[config.mk]
export PLATFORM = sky130hd
export DESIGN_NAME = systolic_pe_flat
export DESIGN_NICKNAME = d
export VERILOG_FILES = /design/src/rtl/systolic_pe_if.sv /design/src/rtl/systolic_pe.sv /design/src/flat_wrapper.sv
export SDC_FILE = /design/constraint.sdc
export NUM_CORES = 1
export LEC_CHECK = 0
export ABC_AREA = 1
export ABC_CLOCK_PERIOD_IN_PS = 2500
export CORE_ASPECT_RATIO = 1.2
export CORE_MARGIN = 5
export CORE_UTILIZATION = 45
export DETAILED_ROUTE_END_ITERATION = 12
export GPL_TIMING_DRIVEN = 0
export HOLD_SLACK_MARGIN = 0.15
export PLACE_DENSITY = 0.69
export SLEW_MARGIN = 0
export SYNTH_ARGS = -nofsm -noshare
export SYNTH_HDL_FRONTEND = slang
export SYNTH_SLANG_ARGS = --single-unit
[constraint.sdc]
create_clock -name clk -period 2.5 [get_ports clk]
set_input_delay 0.75 -clock clk [delete_from_list [all_inputs] [get_ports clk]]
set_output_delay 0.75 -clock clk [all_outputs]
set_load 0.01 [all_outputs]
[src/rtl/systolic_pe_if.sv]
// Systolic PE port bundle: operand flow, accumulate
// control and the daisy-chained psum drain path.
interface systolic_pe_if #(
  parameter int DATA_W = 8,
  parameter int ACC_W  = 24
);
  logic              in_valid;
  logic              acc_clr;
  logic [DATA_W-1:0] a_in;
  logic [DATA_W-1:0] b_in;
  logic [DATA_W-1:0] a_out;
  logic [DATA_W-1:0] b_out;
  logic              out_valid;
  logic              drain_start;
  logic [ACC_W-1:0]  psum_in;
  logic              psum_valid_in;
  logic [ACC_W-1:0]  psum_out;
  logic              psum_valid_out;
  logic              busy;
  logic              ovf;

  modport master (
    output in_valid, acc_clr, a_in, b_in,
    output drain_start, psum_in, psum_valid_in,
    input  a_out, b_out, out_valid,
    input  psum_out, psum_valid_out, busy, ovf
  );

  modport slave (
    input  in_valid, acc_clr, a_in, b_in,
    input  drain_start, psum_in, psum_valid_in,
    output a_out, b_out, out_valid,
    output psum_out, psum_valid_out, busy, ovf
  );
endinterface

[src/rtl/systolic_pe.sv]
// Output-stationary systolic MAC cell with operand
// forwarding and a chained psum drain.
module systolic_pe #(
  parameter int DATA_W    = 8,
  parameter int ACC_W     = 24,
  parameter int SIGNED    = 1,
  parameter int SAT       = 1,
  parameter int CHAIN_POS = 0
) (
  input  logic          clk,
  input  logic          rst_b,
  systolic_pe_if.slave  pe
);

  localparam int CNT_W =
    (CHAIN_POS > 0) ? $clog2(CHAIN_POS + 1) : 1;

  localparam logic [ACC_W-1:0] SMAX =
    {1'b0, {(ACC_W-1){1'b1}}};
  localparam logic [ACC_W-1:0] SMIN =
    {1'b1, {(ACC_W-1){1'b0}}};
  localparam logic [ACC_W-1:0] UMAX = '1;

  typedef enum logic {
    ACC   = 1'b0,
    DRAIN = 1'b1
  } state_e;

  state_e            state_q, state_d;
  logic [ACC_W-1:0]  acc_q, acc_d;
  logic [CNT_W-1:0]  cnt_q, cnt_d;
  logic [DATA_W-1:0] a_out_q, a_out_d;
  logic [DATA_W-1:0] b_out_q, b_out_d;
  logic              out_valid_q, out_valid_d;
  logic [ACC_W-1:0]  psum_q, psum_d;
  logic              psum_valid_q, psum_valid_d;
  logic              ovf_q, ovf_d;

  logic [2*DATA_W-1:0] ea, eb, prod;
  logic [ACC_W-1:0]    prod_ext;
  logic [ACC_W:0]      sum;
  logic                sum_ovf;
  logic [ACC_W-1:0]    sat_val;
  logic [ACC_W-1:0]    acc_nx;
  logic                mac;
  logic                ov_hit;

  // Operand extension, product and widened sum with overflow detect
  always_comb begin
    ea = '0;
    eb = '0;
    ea[DATA_W-1:0] = pe.a_in;
    eb[DATA_W-1:0] = pe.b_in;
    for (int i = DATA_W; i < 2*DATA_W; i++) begin
      ea[i] = (SIGNED != 0) && pe.a_in[DATA_W-1];
      eb[i] = (SIGNED != 0) && pe.b_in[DATA_W-1];
    end
    prod = ea * eb;
    prod_ext = '0;
    prod_ext[2*DATA_W-1:0] = prod;
    for (int i = 2*DATA_W; i < ACC_W; i++) begin
      prod_ext[i] = (SIGNED != 0) && prod[2*DATA_W-1];
    end
    sum = {(SIGNED != 0) && acc_q[ACC_W-1], acc_q}
        + {(SIGNED != 0) && prod_ext[ACC_W-1], prod_ext};
    if (SIGNED != 0) begin
      sum_ovf = sum[ACC_W] ^ sum[ACC_W-1];
      sat_val = sum[ACC_W] ? SMIN : SMAX;
    end else begin
      sum_ovf = sum[ACC_W];
      sat_val = UMAX;
    end
  end

  // Next-state: accumulate, drain load / pass-through, forwarding
  always_comb begin
    state_d      = state_q;
    acc_d        = acc_q;
    cnt_d        = cnt_q;
    a_out_d      = a_out_q;
    b_out_d      = b_out_q;
    out_valid_d  = pe.in_valid;
    psum_d       = psum_q;
    psum_valid_d = 1'b0;
    ovf_d        = ovf_q;
    mac          = (state_q == ACC) && pe.in_valid;
    acc_nx       = acc_q;
    ov_hit       = 1'b0;

    if (pe.in_valid) begin
      a_out_d = pe.a_in;
      b_out_d = pe.b_in;
    end

    if (mac) begin
      if (pe.acc_clr) begin
        acc_nx = prod_ext;
      end else begin
        ov_hit = sum_ovf;
        acc_nx = (sum_ovf && (SAT != 0))
               ? sat_val : sum[ACC_W-1:0];
      end
    end

    unique case (state_q)
      ACC: begin
        acc_d = acc_nx;
        if ((mac && pe.acc_clr) || pe.drain_start) begin
          ovf_d = 1'b0;
        end
        if (ov_hit) begin
          ovf_d = 1'b1;
        end
        if (pe.drain_start) begin
          psum_d       = acc_nx;
          psum_valid_d = 1'b1;
          acc_d        = '0;
          if (CHAIN_POS > 0) begin
            state_d = DRAIN;
            cnt_d   = CNT_W'(CHAIN_POS);
          end
        end
      end
      DRAIN: begin
        if (pe.psum_valid_in) begin
          psum_d       = pe.psum_in;
          psum_valid_d = 1'b1;
          cnt_d        = cnt_q - 1'b1;
          if (cnt_q == CNT_W'(1)) begin
            state_d = ACC;
          end
        end
      end
      default: state_d = ACC;
    endcase
  end

  // State and output registers
  always_ff @(posedge clk or negedge rst_b) begin
    if (!rst_b) begin
      state_q      <= ACC;
      acc_q        <= '0;
      cnt_q        <= '0;
      a_out_q      <= '0;
      b_out_q      <= '0;
      out_valid_q  <= 1'b0;
      psum_q       <= '0;
      psum_valid_q <= 1'b0;
      ovf_q        <= 1'b0;
    end else begin
      state_q      <= state_d;
      acc_q        <= acc_d;
      cnt_q        <= cnt_d;
      a_out_q      <= a_out_d;
      b_out_q      <= b_out_d;
      out_valid_q  <= out_valid_d;
      psum_q       <= psum_d;
      psum_valid_q <= psum_valid_d;
      ovf_q        <= ovf_d;
    end
  end

  assign pe.a_out          = a_out_q;
  assign pe.b_out          = b_out_q;
  assign pe.out_valid      = out_valid_q;
  assign pe.psum_out       = psum_q;
  assign pe.psum_valid_out = psum_valid_q;
  assign pe.busy           = (state_q == DRAIN);
  assign pe.ovf            = ovf_q;

endmodule

[src/flat_wrapper.sv]
// flat-port wrapper written by rule: the top's interface ports become plain ports
module systolic_pe_flat 
#(
  parameter int DATA_W    = 8,
  parameter int ACC_W     = 24,
  parameter int SIGNED    = 1,
  parameter int SAT       = 1,
  parameter int CHAIN_POS = 0
)
  (clk, rst_b, pe_in_valid, pe_acc_clr, pe_a_in, pe_b_in, pe_drain_start, pe_psum_in, pe_psum_valid_in, pe_a_out, pe_b_out, pe_out_valid, pe_psum_out, pe_psum_valid_out, pe_busy, pe_ovf);
  systolic_pe_if #(.DATA_W(DATA_W), .ACC_W(ACC_W)) pe_i ();
  input  logic clk;
  input  logic rst_b;
  input wire logic [$bits(pe_i.in_valid)-1:0] pe_in_valid;
  input wire logic [$bits(pe_i.acc_clr)-1:0] pe_acc_clr;
  input wire logic [$bits(pe_i.a_in)-1:0] pe_a_in;
  input wire logic [$bits(pe_i.b_in)-1:0] pe_b_in;
  input wire logic [$bits(pe_i.drain_start)-1:0] pe_drain_start;
  input wire logic [$bits(pe_i.psum_in)-1:0] pe_psum_in;
  input wire logic [$bits(pe_i.psum_valid_in)-1:0] pe_psum_valid_in;
  output wire logic [$bits(pe_i.a_out)-1:0] pe_a_out;
  output wire logic [$bits(pe_i.b_out)-1:0] pe_b_out;
  output wire logic [$bits(pe_i.out_valid)-1:0] pe_out_valid;
  output wire logic [$bits(pe_i.psum_out)-1:0] pe_psum_out;
  output wire logic [$bits(pe_i.psum_valid_out)-1:0] pe_psum_valid_out;
  output wire logic [$bits(pe_i.busy)-1:0] pe_busy;
  output wire logic [$bits(pe_i.ovf)-1:0] pe_ovf;
  assign pe_i.in_valid = pe_in_valid;
  assign pe_i.acc_clr = pe_acc_clr;
  assign pe_i.a_in = pe_a_in;
  assign pe_i.b_in = pe_b_in;
  assign pe_i.drain_start = pe_drain_start;
  assign pe_i.psum_in = pe_psum_in;
  assign pe_i.psum_valid_in = pe_psum_valid_in;
  assign pe_a_out = pe_i.a_out;
  assign pe_b_out = pe_i.b_out;
  assign pe_out_valid = pe_i.out_valid;
  assign pe_psum_out = pe_i.psum_out;
  assign pe_psum_valid_out = pe_i.psum_valid_out;
  assign pe_busy = pe_i.busy;
  assign pe_ovf = pe_i.ovf;
  systolic_pe #(.DATA_W(DATA_W), .ACC_W(ACC_W), .SIGNED(SIGNED), .SAT(SAT), .CHAIN_POS(CHAIN_POS)) u_core (.clk(clk), .rst_b(rst_b), .pe(pe_i));
endmodule
== Word-level counts from Yosys, hierarchy flattened ==
Cells that the tools add are included.
Cells by class
  mux-type cells: 18
  equal/unequal tests: 2
  add/sub/neg operators: 2
  bitwise operators: 2
  $mul: 1
  reductions and logical operators: 7
Operators with widths (number)
  $mux 24: 7
  $pmux 24 s2: 1
  $add 24x16->25: 1
  $mul 8x8->16: 1
  $mux 1: 9
  $reduce_and 2->1: 3
  $ne 2x2->1 const B: 2
  $logic_and 1x1->1: 2
  $pmux 1 s2: 1
  $reduce_bool 2->1: 1
  $logic_or 1x1->1: 1
  $not 1->1: 1
  $sub 1x1->1 const B: 1
  $xor 1x1->1: 1
Storage, ports and cells
  output and inout bits: 44
  bits in registers: 69
  bits of input ports: 46
  word-level logic and storage cells: 41

== Depth between registers and ports, before layout ==
Gate-level depths: netlist (run 1).
  depth in word-level cells: 8
  gate-level depth with buffers: 38
  mapped depth without buffers: 36

== Worst setup path after synthesis (run 1) ==
No wires, ideal clock.
  kind: input -> register
  start point: input pe_a_in[0]
  end point: register u_core.acc_q[15]
  stages: 29
  slack: -4197 ps
  arrival: 6555 ps
  data required time: 2358 ps
  cells stage by stage: clkbuf_1 or2_2 fa_1 fa_1 inv_1 fa_1 inv_1 fa_1 inv_1 ha_1 inv_1 nor3_1 a21oi_1 o21ai_1 xnor2_1 ha_1 a21oi_1 nand2_1 a21oi_1 nand3_2 nand2_1 nand2_2 nand3_2 nand2_2 inv_4 buf_12 nand3_2 nand2_2 o22ai_1
Between the ends
  word-level cells in the longest chain between the ends: 7
  elaborated cells on any way between the ends: 8
  classes of those cells: add/sub: 1; mul: 1; mux: 5; bitwise: 1
RTL lines
  start: declaration: RTL line flat_wrapper.sv:16  | input wire logic [$bits(pe_i.a_in)-1:0] pe_a_in;
  $mul 8x8->16 (*): RTL line systolic_pe.sv:58  | prod = ea * eb;
  $add 24x16->25: RTL line systolic_pe.sv:65  | + {(SIGNED != 0) && prod_ext[ACC_W-1], prod_ext};
  $mux 24 / $xor 1x1->1 (equally long branches): RTL line systolic_pe.sv:68, systolic_pe.sv:67
  $mux 24: RTL line systolic_pe.sv:101  | ? sat_val : sum[ACC_W-1:0];
  $mux 24 (*): RTL line systolic_pe.sv:96  | if (pe.acc_clr) begin
  $mux 24 (*): RTL line systolic_pe.sv:95  | if (mac) begin
  $mux 24 (*): RTL line systolic_pe.sv:114  | if (pe.drain_start) begin
  end signal: assignment: RTL line systolic_pe.sv:142  | acc_q <= '0;
  end signal: assignment: RTL line systolic_pe.sv:152  | acc_q <= acc_d;
  end: declaration: RTL line systolic_pe.sv:30  | logic [ACC_W-1:0] acc_q, acc_d;
Every way passes the cells marked *; elsewhere a longest branch is shown, timed or not.
A chain may end at the register's enable or synchronous reset.

== Final worst setup path (run 1) ==
  start point: input pe_b_in[7]
  end point: register u_core.acc_q[22]
Between the ends
  word-level cells in the longest chain between the ends: 7
  elaborated cells on any way between the ends: 8
  classes of those cells: add/sub: 1; mul: 1; mux: 5; bitwise: 1
RTL lines
  start: declaration: RTL line flat_wrapper.sv:17  | input wire logic [$bits(pe_i.b_in)-1:0] pe_b_in;
  $mul 8x8->16 (*): RTL line systolic_pe.sv:58
  $add 24x16->25: RTL line systolic_pe.sv:65
  $mux 24 / $xor 1x1->1 (equally long branches): RTL line systolic_pe.sv:68, systolic_pe.sv:67
  $mux 24: RTL line systolic_pe.sv:101
  $mux 24 (*): RTL line systolic_pe.sv:96
  $mux 24 (*): RTL line systolic_pe.sv:95
  $mux 24 (*): RTL line systolic_pe.sv:114
Marks and branches as above.

==> impl_metrics.json, run 1 <==
{
  "outcome": "finished with violations",
  "violations": "negative setup slack",
  "root_buffer": "clkbuf_16",
  "avgSynthCellArea_sq_um": 7.04,
  "critical_path_class": "in2reg",
  "final.period_utilization": 2.44,
  "setup_viol": 49,
  "fin_nets": 1358,
  "synth-main-ff-cell": "dfrtp_1",
  "synthTopCellsByArea": "dfrtp_1 (23%), nand2_1 (16%), fa_1 (15%)",
  "rsz0062_at_grt": "yes",
  "n_antenna_cell": 0,
  "critPathMaxStageDelay_ns": 0.54,
  "synth-seq-area-share": 0.227,
  "fmax_mhz": 164,
  "synth_warnings": 0,
  "min_path_type": "reg2reg",
  "drt-pass1-iter-count": 5,
  "start_util": 0.454,
  "synth_cells": 1079,
  "drc": 0,
  "cp.arrival_ns": 6.26,
  "dp_cells": 1368,
  "antenna_found_initial": 0,
  "slowest_stage": "fa_1",
  "synthTopCellsByCount": "nand2_1 (324), inv_1 (210), dfrtp_1 (69), nor2_1 (66), a21oi_1 (57)",
  "async_flop_share": 1.00,
  "drive_above_1_share": 0.241,
  "routabilityCongestion": 0.927,
  "synth.top_cell.area_share": 0.227,
  "yosysTopAreaCell": "dfrtp_1",
  "worstSetupStartpointType": "primary input",
  "cts_sinks": 69,
  "syn_nets": 1235,
  "die-area_sq_mm": 0.0196,
  "yosys_register_bits": 69,
  "ios": 90,
  "grt_pass1_vias": 7416,
  "cts_hold_buf": 0,
  "timing.final.hold_violations": 0,
  "grt.overflow.total": 0,
  "io_buffers": 73,
  "maxCapViolations": 0,
  "post_synth_num_cell_types": 39,
  "hpwl_microns": 16900,
  "cpMostUsedCell": "fa_1",
  "syn_area_sq_mm": 0.00760,
  "routedWlPerCell_microns": 15.8,
  "num_vias": 7304,
  "crit_fanout": 6,
  "clk_pin_slew_ns": 0.05,
  "clk_latency_ns": 0.33,
  "relSlewSlack": 0.409,
  "h-tree-depth": 3,
  "worst_pin_slew_ns": 0.886,
  "fin_skew_ns": 0.00580,
  "synth_most_common_cell": "nand2_1",
  "synth_edf_count": 0,
  "maxSlewViolCount": 0,
  "routed_wl_microns": 22500,
  "rows": 52,
  "cts_tree": "yes",
  "critPathCaptureType": "flip-flop",
  "instances_no_fill": 1421,
  "area_growth_syn_to_layout_pct": 37.2,
  "drtIter0Drc": 390,
  "min_period_ns": 6.10,
  "final.setup.worst_slack_ns": -3.60,
  "grt_pass1_wl_microns": 36100,
  "viasPerCell": 5.14,
  "required_ns": 2.67,
  "coreArea_sq_mm": 0.0167,
  "grt_max_degree": 70,
  "antenna_left": 0,
  "cts_buffer_depth": 2,
  "die_h_microns": 152,
  "cts_buffers": 9,
  "grt_usage": 0.225,
  "die_x_microns": 129
}
==> routing by layer <==
| layer | global-route usage | routed length (microns) | share of wire |
|---|---|---|---|
| met5 | 0 | 0 | 0 |
| met4 | 0.0775 | 867 | 0.039 |
| met3 | 0.0351 | 995 | 0.044 |
| met2 | 0.407 | 11800 | 0.53 |
| met1 | 0.266 | 8810 | 0.39 |
==> sequential cells by signal, summed over array words and instances, names as in the netlist <==
register                  cells
u_core.pe.psum_out           24
u_core.pe.out_valid           1
u_core.pe.ovf                 1
u_core.pe.b_out               8
u_core.acc_q                 24
u_core.cnt_q                  1
u_core.pe.psum_valid_out      1
u_core.pe.busy                1
u_core.pe.a_out               8
==> placed cells by master (no fill, tap or decap), drive strengths merged, types with 46 or more instances in the layout <==
cell type	synthesis	final
dfrtp	69	69
nand3	52	52
buf	10	51
inv	211	210
fa	56	56
ha	54	54
clkdlybuf4s50	0	71
nand2	343	343
nor2	69	69
a21oi	71	72
o21ai	46	46
==> stage by stage <==
stage                     setup slack [ns]  instance area [sq um]  TNS [ns]  hold WS (ns)   util
final                                -3.60                  10400   -171.25         0.467  0.623
after global routing                 -3.81                  10400   -182.23         0.499  0.623
after CTS                            -3.62                   9950   -173.75         0.474  0.595
after detailed placement             -4.85                   9080   -233.04         0.461  0.543
after global placement               -4.78                   9080   -347.99         0.455  0.543
after floorplan                      -3.53                   8080   -169.61         0.444      -
==> worst paths after layout <==
| kind | slack (ns) | depth (start not counted) | from | to |
|---|---|---|---|---|
| max in group asynchronous | 1.38 | 1 | rst_b | u_core.pe.a_out[2]$_DFFE_PN0P_ |
| min in group asynchronous | 0.54 | 1 | rst_b | u_core.pe.psum_out[12]$_DFFE_PN0P_ |
| worst min register to register | 0.47 | 2 | u_core.pe.a_out[5]$_DFFE_PN0P_ | u_core.pe.a_out[5]$_DFFE_PN0P_ |
| worst max register to register | -0.38 | 17 | u_core.acc_q[0]$_DFFE_PN0N_ | u_core.acc_q[22]$_DFFE_PN0N_ |
| worst min-delay path | 0.47 | 2 | u_core.pe.a_out[5]$_DFFE_PN0P_ | u_core.pe.a_out[5]$_DFFE_PN0P_ |
| worst max-delay path | -3.60 | 32 | pe_b_in[7] | u_core.acc_q[22]$_DFFE_PN0N_ |
==> kinds of logic after synthesis <==
family          count (synthesis)  share of synthesized area
compound gates                137                      0.105
flops                          69                      0.227
xor+xnor                       30                     0.0346
buf+inv                       251                      0.128
fa+ha+maj                     110                      0.236
simple gates                  482                      0.268
==> timing repair <==
action	4_1_cts	5_1_grt
gates resized for setup	76	113
endpoints found under the setup margin	49	49
gates cloned	3	1
pin swaps	60	80
setup buffers	28	10
==> layout make-up <==
type,instances,area (sq um)
sequential,69,1730
clock inverter,2,10.0
inverter,212,802
multi-input combinational,760,5940
timing repair buffer,112,1110
clock buffer,12,256
fill,1492,6300
buffer,38,313
tap,216,270
==> worst max-delay path, delay by kind of cell <==
kind / cells / cell delay [ns]
compound gates: 3 / 0.38
xor+xnor: 1 / 0.10
fa+ha+maj: 6 / 2.57
buf+inv: 9 / 0.87
simple gates: 13 / 1.55
Power of run 1 is left out: the tool's default activity adds up to more than one toggle a clock period on the data nets, which glitch-free logic cannot reach.
==> run 2, diff against run 1 <==
--- a/config.mk
+++ b/config.mk
@@ -5,7 +5,6 @@
 export SDC_FILE = /design/constraint.sdc
 export NUM_CORES = 1
 export LEC_CHECK = 0
-export ABC_AREA = 1
 export ABC_CLOCK_PERIOD_IN_PS = 2500
 export CORE_ASPECT_RATIO = 1.2
 export CORE_MARGIN = 5
@@ -13,7 +12,7 @@
 export DETAILED_ROUTE_END_ITERATION = 12
 export GPL_TIMING_DRIVEN = 0
 export HOLD_SLACK_MARGIN = 0.15
-export PLACE_DENSITY = 0.69
+export PLACE_DENSITY_LB_ADDON = 0.25
 export SLEW_MARGIN = 0
 export SYNTH_ARGS = -nofsm -noshare
 export SYNTH_HDL_FRONTEND = slang
==> run 2 against run 1 <==
The run still ends with negative setup slack left. Synthesized cell count down 20%. Setup slack worse by 0.62 ns. Utilization down 0.41 points. Routed wire length down 3.6%. Sequential cell count unchanged. Global-route usage about the same. Largest cell class unchanged.
==> impl_metrics.json, run 2 <==
{
  "outcome": "finished with violations",
  "violations": "negative setup slack",
  "routed_wl_microns": 21700,
  "rsz0062_at_grt": "yes",
  "grt_pass1_wl_microns": 34200,
  "syn_nets": 1016,
  "routedWlPerCell_microns": 17.8,
  "hpwl_microns": 16100,
  "fmax_mhz": 149,
  "cts_hold_buf": 0,
  "synth.top_cell.area_share": 0.235,
  "antenna_found_initial": 0,
  "yosysTopAreaCell": "dfrtp_1",
  "dp_cells": 1161,
  "multi_input_area_sq_mm": 0.00586,
  "path_depth": 28,
  "setup_viol": 49,
  "fin_skew_ns": 0.0110,
  "synthTopCellsByArea": "dfrtp_1 (24%), fa_1 (15%), ha_1 (9.2%)",
  "crit_buf_inv": 8,
  "clk_latency_ns": 0.36,
  "timing.final.hold_violations": 0,
  "num_vias": 6698,
  "critPathLaunch": "pe_b_in[4]",
  "final.setup.worst_slack_ns": -4.22,
  "grt_pass1_vias": 6687,
  "start_util": 0.455,
  "cts_buffer_depth": 2,
  "met2_length_microns": 11100,
  "die-area_sq_mm": 0.0190,
  "drtIter0Drc": 334,
  "reg2reg_depth": 14,
  "instances_no_fill": 1221,
  "worstReg2RegStart": "u_core.acc_q[0]$_DFFE_PN0N_",
  "drt-pass1-iter-count": 6,
  "n_fill_cell": 1393,
  "die_h_microns": 150,
  "grt_max_degree": 38,
  "regToRegSetupSlack_ns": -0.62,
  "critical_path_class": "in2reg",
  "dr.max_layer_used": "met4",
  "yosys_register_bits": 69,
  "wl_met1_microns": 9150,
  "synth-main-ff-cell": "dfrtp_1",
  "relSlewSlack": 0.322,
  "synthTopCellsByCount": "inv_1 (99), nand2_1 (91), a21oi_1 (75), dfrtp_1 (69), nor2_1 (69)",
  "cts_sinks": 69,
  "maxSlewViolCount": 0,
  "grt_usage": 0.224,
  "viasPerCell": 5.49,
  "final.period_utilization": 2.69,
  "ios": 90,
  "cts_tree": "yes",
  "critPathCaptureType": "flip-flop",
  "min_period_ns": 6.72,
  "antenna_left": 0,
  "synth-seq-area-share": 0.235,
  "clk_pin_slew_ns": 0.07,
  "cts_buffers": 9,
  "maxCapViolations": 0,
  "rows": 51,
  "grt.overflow.total": 0,
  "setup_tns_ns": -199.66,
  "critPathMaxStageDelay_ns": 0.55,
  "required_ns": 2.74,
  "drive_above_1_share": 0.241,
  "worst_pin_slew_ns": 1.02,
  "path_delay_family": "adder cells",
  "io_buffers": 88,
  "final_core_util": 0.619,
  "syn_area_sq_mm": 0.00734,
  "coreArea_sq_mm": 0.0161,
  "root_buffer": "clkbuf_16",
  "avgSynthCellArea_sq_um": 8.54,
  "fin_nets": 1160,
  "synth_warnings": 0,
  "cp.arrival_ns": 6.96,
  "min_path_type": "in2async",
  "crit_fanout": 9,
  "h-tree-depth": 3,
  "slowest_stage": "fa_1",
  "drc": 0,
  "hold_ws_ns": 0.331,
  "async_flop_share": 1.00,
  "register_area_sq_mm": 0.00173,
  "post_synth_num_cell_types": 75,
  "final_common_cell": "inv_1",
  "layout_common_cells": "inv_1 (86), nand2_1 (80), clkdlybuf4s50_1 (72)",
  "met3_length_microns": 976,
  "n_antenna_cell": 0,
  "synth_cells": 860,
  "area_growth_syn_to_layout_pct": 36.2,
  "die_x_microns": 127,
  "routabilityCongestion": 0.909,
  "synth_edf_count": 0,
  "synth_most_common_cell": "inv_1",
  "worstSetupStartpointType": "primary input"
}
[run 2: area by class of cell]
| class | instances | area share |
|---|---|---|
| Inverter | 102 | 0.0388 |
| Tap cell | 212 | 0.0265 |
| Sequential cell | 69 | 0.173 |
| Clock buffer | 9 | 0.0225 |
| Buffer | 24 | 0.0141 |
| Timing Repair Buffer | 133 | 0.130 |
| Timing Repair inverter | 1 | 0.000751 |
| Clock inverter | 7 | 0.00826 |
| Multi-Input combinational cell | 664 | 0.586 |
[run 2: kinds of logic after synthesis]
| logic type | count (synthesis) | share of synthesized area |
|---|---|---|
| AND/OR/NAND/NOR | 289 | 0.193 |
| AO/OA/AOI/OAI | 210 | 0.187 |
| buffers and inverters | 127 | 0.0665 |
| adder cells (fa/ha/maj) | 111 | 0.246 |
| flip-flops | 69 | 0.235 |
| XOR/XNOR | 28 | 0.0334 |
| multiplexers | 26 | 0.0385 |
[run 2: metal layers]
metal  global-route usage  vias to the layer above
li1                     -                     3238
met1                0.280                     3237
met2                0.401                      196
met3               0.0336                       27
met4               0.0660                        0
met5                    0                        -
[run 2: final timing paths]
path                                                       to
min                                  u_core.cnt_q$_DFFE_PN0P_
min in group clk                     u_core.cnt_q$_DFFE_PN0P_
max                         u_core.pe.psum_out[4]$_DFFE_PN0P_
max in group asynchronous        u_core.acc_q[13]$_DFFE_PN0N_
max reg2reg                u_core.pe.psum_out[14]$_DFFE_PN0P_
min reg2reg                          u_core.cnt_q$_DFFE_PN0P_
[run 2: per-stage QoR]
stage / area [sq um] / setup WS [ns]
6_report: 10000 / -4.22
5_1_grt: 10000 / -4.42
4_1_cts: 9670 / -4.22
3_5_place_dp: 8700 / -5.59
3_3_place_gp: 8680 / -5.54
2_1_floorplan: 7530 / -4.21
[run 2: timing repair]
item	CTS	global route
gates cloned	3	0
endpoints found under the setup margin	61	49
buffers inserted	31	13
pin swaps	43	34
gates resized for setup	178	68
Power of run 2 is left out for the same reason.
